## config.mk

```make
export PLATFORM = sky130hd
export DESIGN_NAME = logic_accumulator
export DESIGN_NICKNAME = d
export VERILOG_FILES = /design/src/rtl/logic_accumulator_pkg.sv /design/src/rtl/logic_accumulator_op.sv /design/src/rtl/logic_accumulator.sv
export SDC_FILE = /design/constraint.sdc
export NUM_CORES = 1
export LEC_CHECK = 0
export ABC_AREA = 1
export ABC_CLOCK_PERIOD_IN_PS = 3800
export BUFFER_PORTS_ARGS = -buffer_cell sky130_fd_sc_hd__buf_2
export CORE_UTILIZATION = 50
export DETAILED_ROUTE_END_ITERATION = 7
export PLACE_DENSITY = 0.82
export SYNTH_ARGS = -nofsm -noshare
export SYNTH_HDL_FRONTEND = slang
export SYNTH_SLANG_ARGS = --single-unit
```

## constraint.sdc

```tcl
create_clock -name clk -period 3.8 [get_ports clk]
set_input_delay 0.95 -clock clk [delete_from_list [all_inputs] [get_ports clk]]
set_output_delay 0.95 -clock clk [all_outputs]
set_load 0.03 [all_outputs]
```

## src/rtl/logic_accumulator_pkg.sv

```systemverilog
// Shared types for the multi-operand logic stage: operation codes, FSM states
// and the per-operation fold identity.
package logic_pkg;

    // Widest operand the identity helper can produce; callers size-cast down to WIDTH.
    localparam int ID_W = 1024;

    typedef enum logic [1:0] {
        OP_OR  = 2'b00,
        OP_AND = 2'b01,
        OP_XOR = 2'b10,
        OP_NOR = 2'b11
    } logic_op_e;

    typedef enum logic [1:0] {
        IDLE  = 2'd0,
        ACCUM = 2'd1,
        HOLD  = 2'd2
    } state_e;

    // NOR folds as OR and is inverted only at finalisation, so it shares OR's identity.
    function automatic logic [ID_W-1:0] identity(input logic_op_e op);
        logic [ID_W-1:0] id;
        id = (op == OP_AND) ? '1 : '0;
        return id;
    endfunction

endpackage

```

## src/rtl/logic_accumulator_op.sv

```systemverilog
// Combinational WIDTH-bit bitwise unit; the generalised 2-input gate used for the fold.
module logic_op
    import logic_pkg::*;
#(
    parameter int WIDTH = 8
) (
    input  logic [WIDTH-1:0] a,
    input  logic [WIDTH-1:0] b,
    input  logic_op_e        op,
    output logic [WIDTH-1:0] y
);

    always_comb begin
        y = '0;
        case (op)
            OP_OR:   y = a | b;
            OP_AND:  y = a & b;
            OP_XOR:  y = a ^ b;
            default: y = ~(a | b);
        endcase
    end

endmodule

```

## src/rtl/logic_accumulator.sv

```systemverilog
// Folds a frame of len operands into one result with OR/AND/XOR/NOR and
// presents it with registered any/all flags on a valid/ready output.
//
// state | meaning
// IDLE  | waiting for start; no handshakes active
// ACCUM | accepting operands, one fold per beat
// HOLD  | result registered and offered until out_ready
module logic_accumulator
    import logic_pkg::*;
#(
    parameter  int WIDTH   = 8,
    parameter  int MAX_LEN = 16,
    localparam int LEN_W   = $clog2(MAX_LEN + 1)
) (
    input  logic             clk,
    input  logic             rst,
    input  logic             start,
    input  logic [1:0]       op,
    input  logic [LEN_W-1:0] len,
    input  logic             in_valid,
    output logic             in_ready,
    input  logic [WIDTH-1:0] in_data,
    output logic             out_valid,
    input  logic             out_ready,
    output logic [WIDTH-1:0] out_data,
    output logic             out_any,
    output logic             out_all,
    output logic             busy
);

    state_e           state_q, state_d;
    logic_op_e        op_q, op_d;
    logic [LEN_W-1:0] len_q, len_d;
    logic [LEN_W-1:0] count_q, count_d;
    logic [WIDTH-1:0] acc_q, acc_d;
    logic [WIDTH-1:0] res_q, res_d;
    logic             any_q, any_d;
    logic             all_q, all_d;

    logic_op_e        op_in;
    logic [LEN_W-1:0] len_clamped;
    logic [WIDTH-1:0] id_val;
    logic [WIDTH-1:0] id_final;
    logic_op_e        fold_op;
    logic [WIDTH-1:0] fold_y;
    logic [WIDTH-1:0] fold_final;
    logic             last_beat;

    assign op_in       = logic_op_e'(op);
    assign len_clamped = (len > LEN_W'(MAX_LEN)) ? LEN_W'(MAX_LEN) : len;
    assign id_val      = WIDTH'(identity(op_in));
    assign id_final    = (op_in == OP_NOR) ? ~id_val : id_val;

    // NOR accumulates as OR; the inversion is applied once when the result is registered.
    assign fold_op     = (op_q == OP_NOR) ? OP_OR : op_q;
    assign fold_final  = (op_q == OP_NOR) ? ~fold_y : fold_y;
    assign last_beat   = (count_q == len_q - LEN_W'(1));

    logic_op #(.WIDTH(WIDTH)) u_fold (
        .a  (acc_q),
        .b  (in_data),
        .op (fold_op),
        .y  (fold_y)
    );

    always_comb begin
        state_d = state_q;
        op_d    = op_q;
        len_d   = len_q;
        count_d = count_q;
        acc_d   = acc_q;
        res_d   = res_q;
        any_d   = any_q;
        all_d   = all_q;
        case (state_q)
            IDLE: begin
                if (start) begin
                    op_d = op_in;
                    if (len_clamped != '0) begin
                        len_d   = len_clamped;
                        acc_d   = id_val;
                        count_d = '0;
                        state_d = ACCUM;
                    end else begin
                        res_d   = id_final;
                        any_d   = |id_final;
                        all_d   = &id_final;
                        state_d = HOLD;
                    end
                end
            end
            ACCUM: begin
                if (in_valid) begin
                    acc_d   = fold_y;
                    count_d = count_q + LEN_W'(1);
                    if (last_beat) begin
                        res_d   = fold_final;
                        any_d   = |fold_final;
                        all_d   = &fold_final;
                        state_d = HOLD;
                    end
                end
            end
            HOLD: begin
                if (out_ready) begin
                    state_d = IDLE;
                end
            end
            default: state_d = IDLE;
        endcase
    end

    always_ff @(posedge clk) begin
        if (rst) begin
            state_q <= IDLE;
            op_q    <= OP_OR;
            len_q   <= '0;
            count_q <= '0;
            acc_q   <= '0;
            res_q   <= '0;
            any_q   <= 1'b0;
            all_q   <= 1'b0;
        end else begin
            state_q <= state_d;
            op_q    <= op_d;
            len_q   <= len_d;
            count_q <= count_d;
            acc_q   <= acc_d;
            res_q   <= res_d;
            any_q   <= any_d;
            all_q   <= all_d;
        end
    end

    assign in_ready  = (state_q == ACCUM);
    assign out_valid = (state_q == HOLD);
    assign busy      = (state_q != IDLE);
    assign out_data  = res_q;
    assign out_any   = any_q;
    assign out_all   = all_q;

endmodule

```

After elaboration in Yosys (flattened, before gate mapping)
Cells that the tools add are included.

Add/subtract/negate cells: 2. Magnitude comparators: 1. Eq/ne operators: 14. Multiplexer cells: 35. Bitwise logic cells: 6. Reductions and logical operators: 14.

Operators with widths (number): 2-to-1 mux 8 bit (10); one-hot mux 8 bit (2 select lines) (2); NOT 8 bit (3); one-hot mux 8 bit (3 select lines) (1); 2-to-1 mux 5 bit (4); AND reduction 8 bit (2); OR reduction 8 bit (2); 2-to-1 mux 2 bit (6); one-hot mux 5 bit (2 select lines) (1); bitwise AND 8 bit (1); equality test 2 bit, second input constant (4); 2-to-1 mux 1 bit (8); != test 2 bit, second input constant (4); bitwise OR 8 bit (1); AND reduction 4 bit (2); bitwise XOR 8 bit (1); equality test 2 x 1 -> 1 bit, second input constant (3); one-hot mux 2 bit (3 select lines) (1); adder 5 x 1 -> 5 bit, second input constant (1); equality test 5 bit (1); > comparator 5 bit, second input constant (1); AND reduction 5 bit (1); nonzero test 5 bit (1); subtractor 5 x 1 -> 5 bit, second input constant (1); 6 further kinds (10).

Flip-flop bits (word level): 32. Output and inout port bits: 13. Logic and storage cells: 80.

Logic depth before layout (Yosys ltp)
Gate-level depths: netlist (run 1).

Depth after elaboration: 10. Depth in mapped cells: 14. Mapped depth without buffers: 14.

Cells and area by module
From an unflattened synthesis (run 1), not the netlist that was laid out.

Cell total of the unflattened synthesis: 359. Area total of the unflattened synthesis: 2317.2 um^2.

Modules (own cells, without submodules): logic_accumulator (times used 1, cells each 272, area each 1762.9 um^2, seq. area each 640.6 um^2); logic_op (times used 1, cells each 87, area each 554.3 um^2, seq. area each 0.0 um^2).

Least setup slack after synthesis (run 1)
Ideal clock, no wire load.

Path kind: input port to flip-flop. Start point: input in_data[7]. End point: register any_q (netlist: out_any). Data arrival time: 1.933 ns. Slack: 1.750 ns. Stages on the path: 12. Path buffers: 0. Path through: inv_1 ha_1 nand2_1 nand2_1 o21ai_1 nand2_1 nand2_1 nand2_1 nor2_1 nand2_1 nand2_1 a21oi_1.

Cells in the longest elaborated chain, start to end: 9. Elaborated cells between the ends (all ways): 11. Classes of those cells: 5 x mux; 5 x bitwise; 1 x reduce/logical.

Ends and longest elaborated chain: from (decl) (line logic_accumulator.sv:22) `input logic [WIDTH-1:0] in_data,`; bitwise OR 8 bit (line logic_accumulator_op.sv:16, logic_accumulator_op.sv:19); NOT 8 bit (line logic_accumulator_op.sv:19) `default: y = ~(a | b);`; one-hot mux 8 bit (3 select lines) (*) (line logic_accumulator_op.sv:15) `case (op)`; NOT 8 bit (line logic_accumulator.sv:56) `assign fold_final = (op_q == OP_NOR) ? ~fold_y : fold_y;`; 2-to-1 mux 8 bit (*) (line logic_accumulator.sv:56); OR reduction 8 bit (*) (line logic_accumulator.sv:98) `any_d = |fold_final;`; 2-to-1 mux 1 bit (*) (line logic_accumulator.sv:96) `if (last_beat) begin`; 2-to-1 mux 1 bit (*) (line logic_accumulator.sv:93) `if (in_valid) begin`; one-hot mux 1 bit (2 select lines) (*) (line logic_accumulator.sv:75) `case (state_q)`; to (signal assigned) (line logic_accumulator.sv:130) `any_q <= any_d;`; to (decl) (line logic_accumulator.sv:37) `logic any_q, any_d;`.

Mark *: on every way between the ends. The rest lies on a longest branch, timed or not. The select of a mux whose other input is x is not followed. A chain may end at the register's enable or synchronous reset.

Worst setup path after layout (run 1)
Start point: register state_q[0]. End point: output in_ready.

Cells in the longest elaborated chain, start to end: 1.

Ends and longest elaborated chain: from (decl) (line logic_accumulator.sv:31) `state_e state_q, state_d;`; from (signal assigned) (line logic_accumulator.sv:124) `state_q <= state_d;`; equality test 2 x 1 -> 1 bit (line logic_accumulator.sv:135) `assign in_ready = (state_q == ACCUM);`; to (decl) (line logic_accumulator.sv:21) `output logic in_ready,`.

Every way passes these cells.

==> run_results.csv, run 1 <==
group,metric,value,unit
placed_design,placedInstanceArea,0.00256,mm²
layout,area.growth.synth_to_final,11.1,%
yosys,ys_async_sr_fraction,0,%
pwr,power.density,462,mW/mm²
pwr,combPwrFrac,39.9,%
pwr,power_frac_seq,33.4,%
global_route,grt_pass1_vias,2181,
sta,relSlewSlack,43.6,%
sta,post-route-period-util,60.7,%
pwr,clock_power_share,26.7,%
yosys,synth-edff-count,0,
clock_network,clk_latency,0.30,ns
floorplan,die_w,71.3,µm
routing,wl_met2,2690,µm
routing,drt.antenna.violating_nets,0,
layout,n_antenna_cell,0,
clock_network,clock-root-buffer,"clkbuf_8",
placed_design,gp_congestion,0.858,
worst_setup_path,critPathLaunchType,"flip-flop",
clock_network,cts_hold_buf,0,
yosys,synthAdderAreaFrac,10.9,%
run,maxCapViolations,0,
clock_network,cts-buffers-inserted,5,
clock_network,cts_tree,"yes",
global_route,grt_antenna_before_repair,0,
yosys,yosysSeqAreaShare,26.7,%
min_path,hp-class,"reg -> reg",
floorplan,start_util,53.7,%
yosys,synth_flop_cell,"dfxtp_1",
routing,drt_iter0_drc,87,
routing,avgViaCountPerCell,5.21,
clock_network,post_cts_buffers,0,
yosys,synth_area,0.00240,mm²
worst_setup_path,critical-path-slowest-cell,"dfxtp_1",
floorplan,core,0.00447,mm²
yosys,yosys.area_share.simple,35.5,%
clock_network,htree_levels,2,
pwr,netSwitchingFraction,40.5,%
floorplan,core.rowCount,24,
worst_setup_path,endpoint_kind,"output pin",
yosys,ys_types,30,
placed_design,dp_slack,1.33,ns
worst_setup_path,critical_path.max_fanout,19,
pwr,p_leak,1.43,nW
pwr,p_int,0.734,mW
routing,highest_layer,"met4",
routing,first_pass_iters,4,
worst_setup_path,worstPathArrival,1.36,ns
sta,layout_setup_ws,1.49,ns
routing,met3WireLength,313,µm
sta,finalHoldViolations,0,
worst_setup_path,critPathMaxStageDelay,0.46,ns
sta,tightest_slew,0.846,ns
worst_setup_path,crit_chain,"nand2_4 > inv_2 > buf_2",
outcome,status,"completed",
global_route,gr-total-overflow,0,
sta,rsz0062_at_grt,"false",
sta,setup_viol,0,
worst_setup_path,crit_buf_inv,2,
routing,drcViolationCount,0,
clock_network,clockBufferDepth,2,
yosys,synth_compound_area_share,14.5,%
floorplan,ios,33,
layout,layout-drive-gt1-share,15.8,%
layout,fin_area,0.00267,mm²
yosys,netlist_instances,375,
clock_network,clkSlewWorstSetupHoldPaths,0.07,ns
sta,max_freq,434,MHz
sta,fin_skew,0.00510,ns
worst_setup_path,cp_top_family,"flip-flops",
clock_network,cts_sinks,32,
global_route,grtUsageTotal,22.8,%
yosys,synth_xor_area_share,0,%
pwr,vdd_ir_drop_max,0.231,mV
yosys,synth_nets,416,
yosys,syn_area_per_cell,6.41,µm²
sta,drv_slew,0,
floorplan,die-area,0.00509,mm²
floorplan,dieHeight,71.3,µm
sta,fin_setup_tns,0,ns
routing,routed_wirelength,5490,µm
global_route,grt_pass1_wl,9140,µm
global_route,grt_max_degree,20,
placed_design,portBuffers,32,
routing,avgRoutedWirePerCell,12.0,µm
layout,fin_nets,444,
clock_network,cts_resized,0,
routing,num_vias,2374,
yosys,synth_top_family_by_area,"simple AND/OR/NAND/NOR gates",
routing,wirelength_met1,2370,µm
yosys,yosysWarnings,0,
placed_design,hpwlAfterDp,4030,µm
sta,hold_ws,0.466,ns
yosys,ys_ff_latch,32,
worst_setup_path,critPathRequiredTime,2.85,ns
pwr,power.switching,0.500,mW
yosys,synthMuxAreaShare,0,%
sta,fin_crit,2.31,ns
worst_setup_path,critical_path_class,"reg -> out",
## synthesized netlist by cell type, types with 4 or more instances
cell type  number  area, µm²
a211oi_2        9        113
inv_1          57        214
a211oi_1        4       30.0
clkbuf_1        4       15.0
dfxtp_1        32        641
ha_1           21        263
a21oi_1        13       65.1
nand2_1       101        379
inv_2           4       15.0
nand4_1         7       43.8
o21ai_0        16       80.1
nand3_1        19       95.1
o21ai_1         4       20.0
nor2_1         59        221
## layout by cell type (no fill, tap or decap)
cell type,count
clkinv_1,1
nand4_1,7
a21oi_1,13
o21ai_4,1
o21ai_2,2
a211oi_2,9
nand2_4,2
nor3_2,1
inv_2,4
clkbuf_1,1
nand3_1,19
ha_1,21
nor3b_1,2
inv_1,57
bufinv_16,1
buf_2,32
o21ai_1,4
nor2_4,1
nor2_1,59
nor2_2,2
a31oi_1,1
a211oi_1,4
nor3_1,2
o21ai_0,16
clkbuf_8,5
clkinv_2,1
nand2_1,101
dfxtp_1,32
nor2_8,1
nand2_2,2
## through the flow
step | utilization (%) | cells | power (mW)
after floorplan | - | 375 | 0.802
after global placement | 57.3 | 448 | 0.890
after detailed placement | 57.3 | 448 | 0.905
after CTS | 59.7 | 456 | 1.24
after global routing | 59.7 | 456 | 1.32
final | 59.7 | 456 | 1.23
## cells by family after synthesis
kind of cell | count (synthesis)
buffers and inverters | 73
adder cells (fa/ha/maj) | 21
AO/OA/AOI/OAI | 50
AND/OR/NAND/NOR | 199
flip-flops | 32
## power groups by stage
stage	logic, mW	registers, mW	clock network [mW]
floorplan	0.355	0.447	0
global placement	0.472	0.418	0
detailed placement	0.485	0.420	0
CTS	0.490	0.413	0.334
global route	0.554	0.419	0.348
finish	0.492	0.413	0.329
## sequential cells by signal, summed over array words and instances, names as in the netlist
signal,cells
len_q,5
out_any,1
out_data,8
op_q,2
out_all,1
state_q,2
acc_q,8
count_q,5
## worst min-delay path: stages (launching register included)
cell and delay [ns]:
dfxtp_1 0.31, nand2_1 0.06, a21oi_1 0.06
## cell type report
cell class                 count  area [µm²]
clock buffer                   6        72.6
inverter                      62         233
clock inverter                 2        35.0
sequential                    32         641
timing repair buffer          32         160
multi-input combinational    270        1460
fill                         421        1800
tap                           52        65.1
## routing by layer
metal | vias to the layer above | GRT usage, %
met1 | 1068 | 26.3
li1 | 1233 | -
met4 | 0 | 11.3
met2 | 58 | 39.9
met3 | 15 | 5.06
met5 | - | 0
## worst paths after layout
path / from / to / slack (ns) / depth (start not counted)
min reg2reg: out_data[0] / out_data[0] / 0.47 / 2
max reg2reg: op_q[1] / out_all / 1.73 / 12
min: out_data[0] / out_data[0] / 0.47 / 2
max: state_q[0] / in_ready / 1.49 / 3
Note: power is estimated with default switching activity, not from simulation.
==> run 2: changes to the inputs <==
--- a/config.mk
+++ b/config.mk
@@ -5,8 +5,8 @@
 export SDC_FILE = /design/constraint.sdc
 export NUM_CORES = 1
 export LEC_CHECK = 0
-export ABC_AREA = 1
-export ABC_CLOCK_PERIOD_IN_PS = 3800
+export ABC_AREA = 0
+export ABC_CLOCK_PERIOD_IN_PS = 2400
 export BUFFER_PORTS_ARGS = -buffer_cell sky130_fd_sc_hd__buf_2
 export CORE_UTILIZATION = 50
 export DETAILED_ROUTE_END_ITERATION = 7
==> constraint.sdc (replaced) <==
create_clock -name clk -period 2.4 [get_ports clk]
set_input_delay 0.6 -clock clk [delete_from_list [all_inputs] [get_ports clk]]
set_output_delay 0.6 -clock clk [all_outputs]
set_load 0.03 [all_outputs]
==> run 2 against run 1 <==
Effect of this change:
- final area grew 1.9%
- routed wire length grew 3.6%
- cell count shrank 16%
- first-iteration DRC count grew 82%
- sequential share of layout area shrank 0.36 points
- area after synthesis shrank 3.3%
- via count shrank 6.5%
- combinational power shrank 1%
- largest power group is now registers
==> run_results.csv, run 2 <==
group,metric,value,unit
layout,fin_nets,372,
clock_network,clock-root-buffer,"clkbuf_8",
floorplan,ios,33,
pwr,total_power,1.60,mW
clock_network,post_cts_buffers,0,
placed_design,portBuffers,32,
yosys,synthTopCellsByArea,"dfxtp_1 (28%), ha_1 (11%), a21oi_1 (6.5%)",
yosys,synth-edff-count,0,
floorplan,die-area,0.00492,mm²
run,maxCapViolations,0,
sta,max_freq,427,MHz
pwr,p_leak,1.15,nW
floorplan,dieHeight,70.2,µm
worst_setup_path,critPathLaunchType,"flip-flop",
sta,fin_crit,2.34,ns
layout,area.growth.synth_to_final,17.1,%
worst_setup_path,endpoint_kind,"flip-flop",
placed_design,hpwlAfterDp,4060,µm
placed_design,gp_congestion,0.917,
global_route,gr-total-overflow,0,
sta,relSlewSlack,71.2,%
yosys,synth_area,0.00232,mm²
layout,multi_input_area,0.00151,mm²
yosys,yosysWarnings,0,
clock_network,cts_tree,"yes",
min_path,hp-class,"reg -> reg",
yosys,synth_flop_cell,"dfxtp_1",
yosys,syn_area_per_cell,8.01,µm²
yosys,synth_common_cells,"nor2_1 (35), dfxtp_1 (32), a21oi_1 (30)",
floorplan,start_util,52.6,%
yosys,yosysMostFrequentCell,"nor2_1",
layout,regArea,643,µm²
clock_network,clkSlewWorstSetupHoldPaths,0.07,ns
yosys,yosysSeqAreaShare,27.6,%
yosys,synth_nets,331,
clock_network,htree_levels,2,
layout,n_fill_cell,408,
yosys,ys_async_sr_fraction,0,%
sta,post-route-period-util,97.6,%
routing,drt.antenna.violating_nets,0,
routing,first_pass_iters,4,
floorplan,core.rowCount,24,
routing,avgRoutedWirePerCell,14.8,µm
global_route,grt_pass1_wl,9460,µm
yosys,netlist_instances,290,
routing,routed_wirelength,5690,µm
routing,num_vias,2219,
yosys,yosysTopAreaCell,"dfxtp_1",
sta,setup_viol,0,
outcome,status,"completed",
clock_network,clk_latency,0.29,ns
global_route,grt_pass1_vias,2152,
sta,finalHoldViolations,0,
routing,avgViaCountPerCell,5.78,
layout,layout-drive-gt1-share,22.3,%
layout,layout.cells.most_common,"nor2_1",
routing,drt_iter0_drc,158,
global_route,grt_antenna_before_repair,0,
sta,fin_skew,0.0108,ns
routing,drcViolationCount,0,
sta,tightest_slew,0.427,ns
worst_setup_path,worstPathArrival,2.52,ns
clock_network,clockBufferDepth,2,
clock_network,cts_sinks,32,
global_route,grt_max_degree,21,
yosys,ys_types,46,
global_route,grtUsageTotal,24.0,%
clock_network,cts-buffers-inserted,5,
floorplan,die_w,70.2,µm
layout,n_antenna_cell,0,
worst_setup_path,critical_path_class,"reg -> reg",
floorplan,core,0.00441,mm²
sta,hold_ws,0.480,ns
worst_setup_path,critPathRequiredTime,2.58,ns
layout,final_cell_mix,"nor2_1 (35), buf_2 (32), a21oi_1 (30), dfxtp_1 (30), inv_1 (27)",
sta,drv_slew,0,
yosys,netlist.area_leader.share,27.6,%
yosys,ys_ff_latch,32,
pwr,vdd_ir_drop_max,0.317,mV
pwr,power.density,588,mW/mm²
worst_setup_path,critical_path.max_fanout,8,
[run 2: cell count changes after synthesis, moves of 7 or more]
cell	change
nand2_1	-85
inv_1	-30
nor2_1	-24
a21oi_1	+17
nand3_1	-17
xnor2_1	+12
nor2b_1	+10
a211oi_2	-8
mux2i_1	+7
[run 2: cell families after synthesis]
family | after synthesis | share of synthesized area (%)
and+or+nand+nor | 95 | 20.5
AOI/OAI and AO/OA | 75 | 21.7
buffers and inverters | 42 | 8.78
DFF | 32 | 27.6
adders and majority gates | 21 | 11.3
xor gates and xnor gates | 15 | 5.65
muxes | 10 | 4.47
[run 2: timing repair]
| action | in CTS | in global routing |
|---|---|---|
| pin swaps | 0 | 1 |
| gates resized for setup | 1 | 7 |
| setup endpoints to repair | 1 | 6 |
| hold buffers | 0 | 0 |
[run 2: power by group]
group / switching, mW / internal [mW]
Combinational: 0.275 / 0.211
Clock: 0.218 / 0.307
Sequential: 0.0278 / 0.560
Total: 0.521 / 1.08
[run 2: layout make-up]
type	instances	area share [%]
clock inverters	3	1.56
multi-input cells	216	55.4
well taps	52	2.39
inverters	27	3.72
repair buffers	49	10.7
clock buffers	5	2.53
flip-flops and latches	32	23.6
[run 2: worst max-delay path, cell delays in order (launching register included)]
cell     delay, ns
dfxtp_2       0.37
inv_1         0.07
ha_1          0.19
buf_4         0.17
mux2_2        0.24
nand2_1       0.07
o21a_1        0.13
or4_1         0.53
a22o_1        0.25
o221a_1       0.22
[run 2: final timing paths]
kind              startpoint  slack, ns  cells after the start        to
setup / recovery     op_q[1]       0.06                      9   out_any
hold / removal      len_q[1]       0.48                      2  len_q[1]
setup reg to reg     op_q[1]       0.06                      9   out_any
hold reg to reg     len_q[1]       0.48                      2  len_q[1]
[run 2: routing by layer]
| layer | GRT usage, % | vias up | share of wire (%) |
|---|---|---|---|
| met5 | 0 | - | 0 |
| met4 | 11.1 | 0 | 3.4 |
| met3 | 4.04 | 22 | 6.8 |
| met2 | 44.9 | 88 | 51 |
| met1 | 26.1 | 1025 | 39 |
| li1 | - | 1084 | - |
[run 2: per-stage QoR]
stage / TNS [ns] / util (%) / instance area, µm² / instances / worst slack, ns
after CTS: 0 / 60.9 / 2690 / 384 / 0.0227
final: 0 / 61.6 / 2720 / 384 / 0.0572
after global placement: 0 / 58.3 / 2570 / 376 / 0.0493
after global routing: -0.00421 / 61.6 / 2720 / 384 / -0.00421
after detailed placement: -0.0355 / 58.3 / 2570 / 376 / -0.0355
after floorplan: 0 / - / 2320 / 290 / 0.158
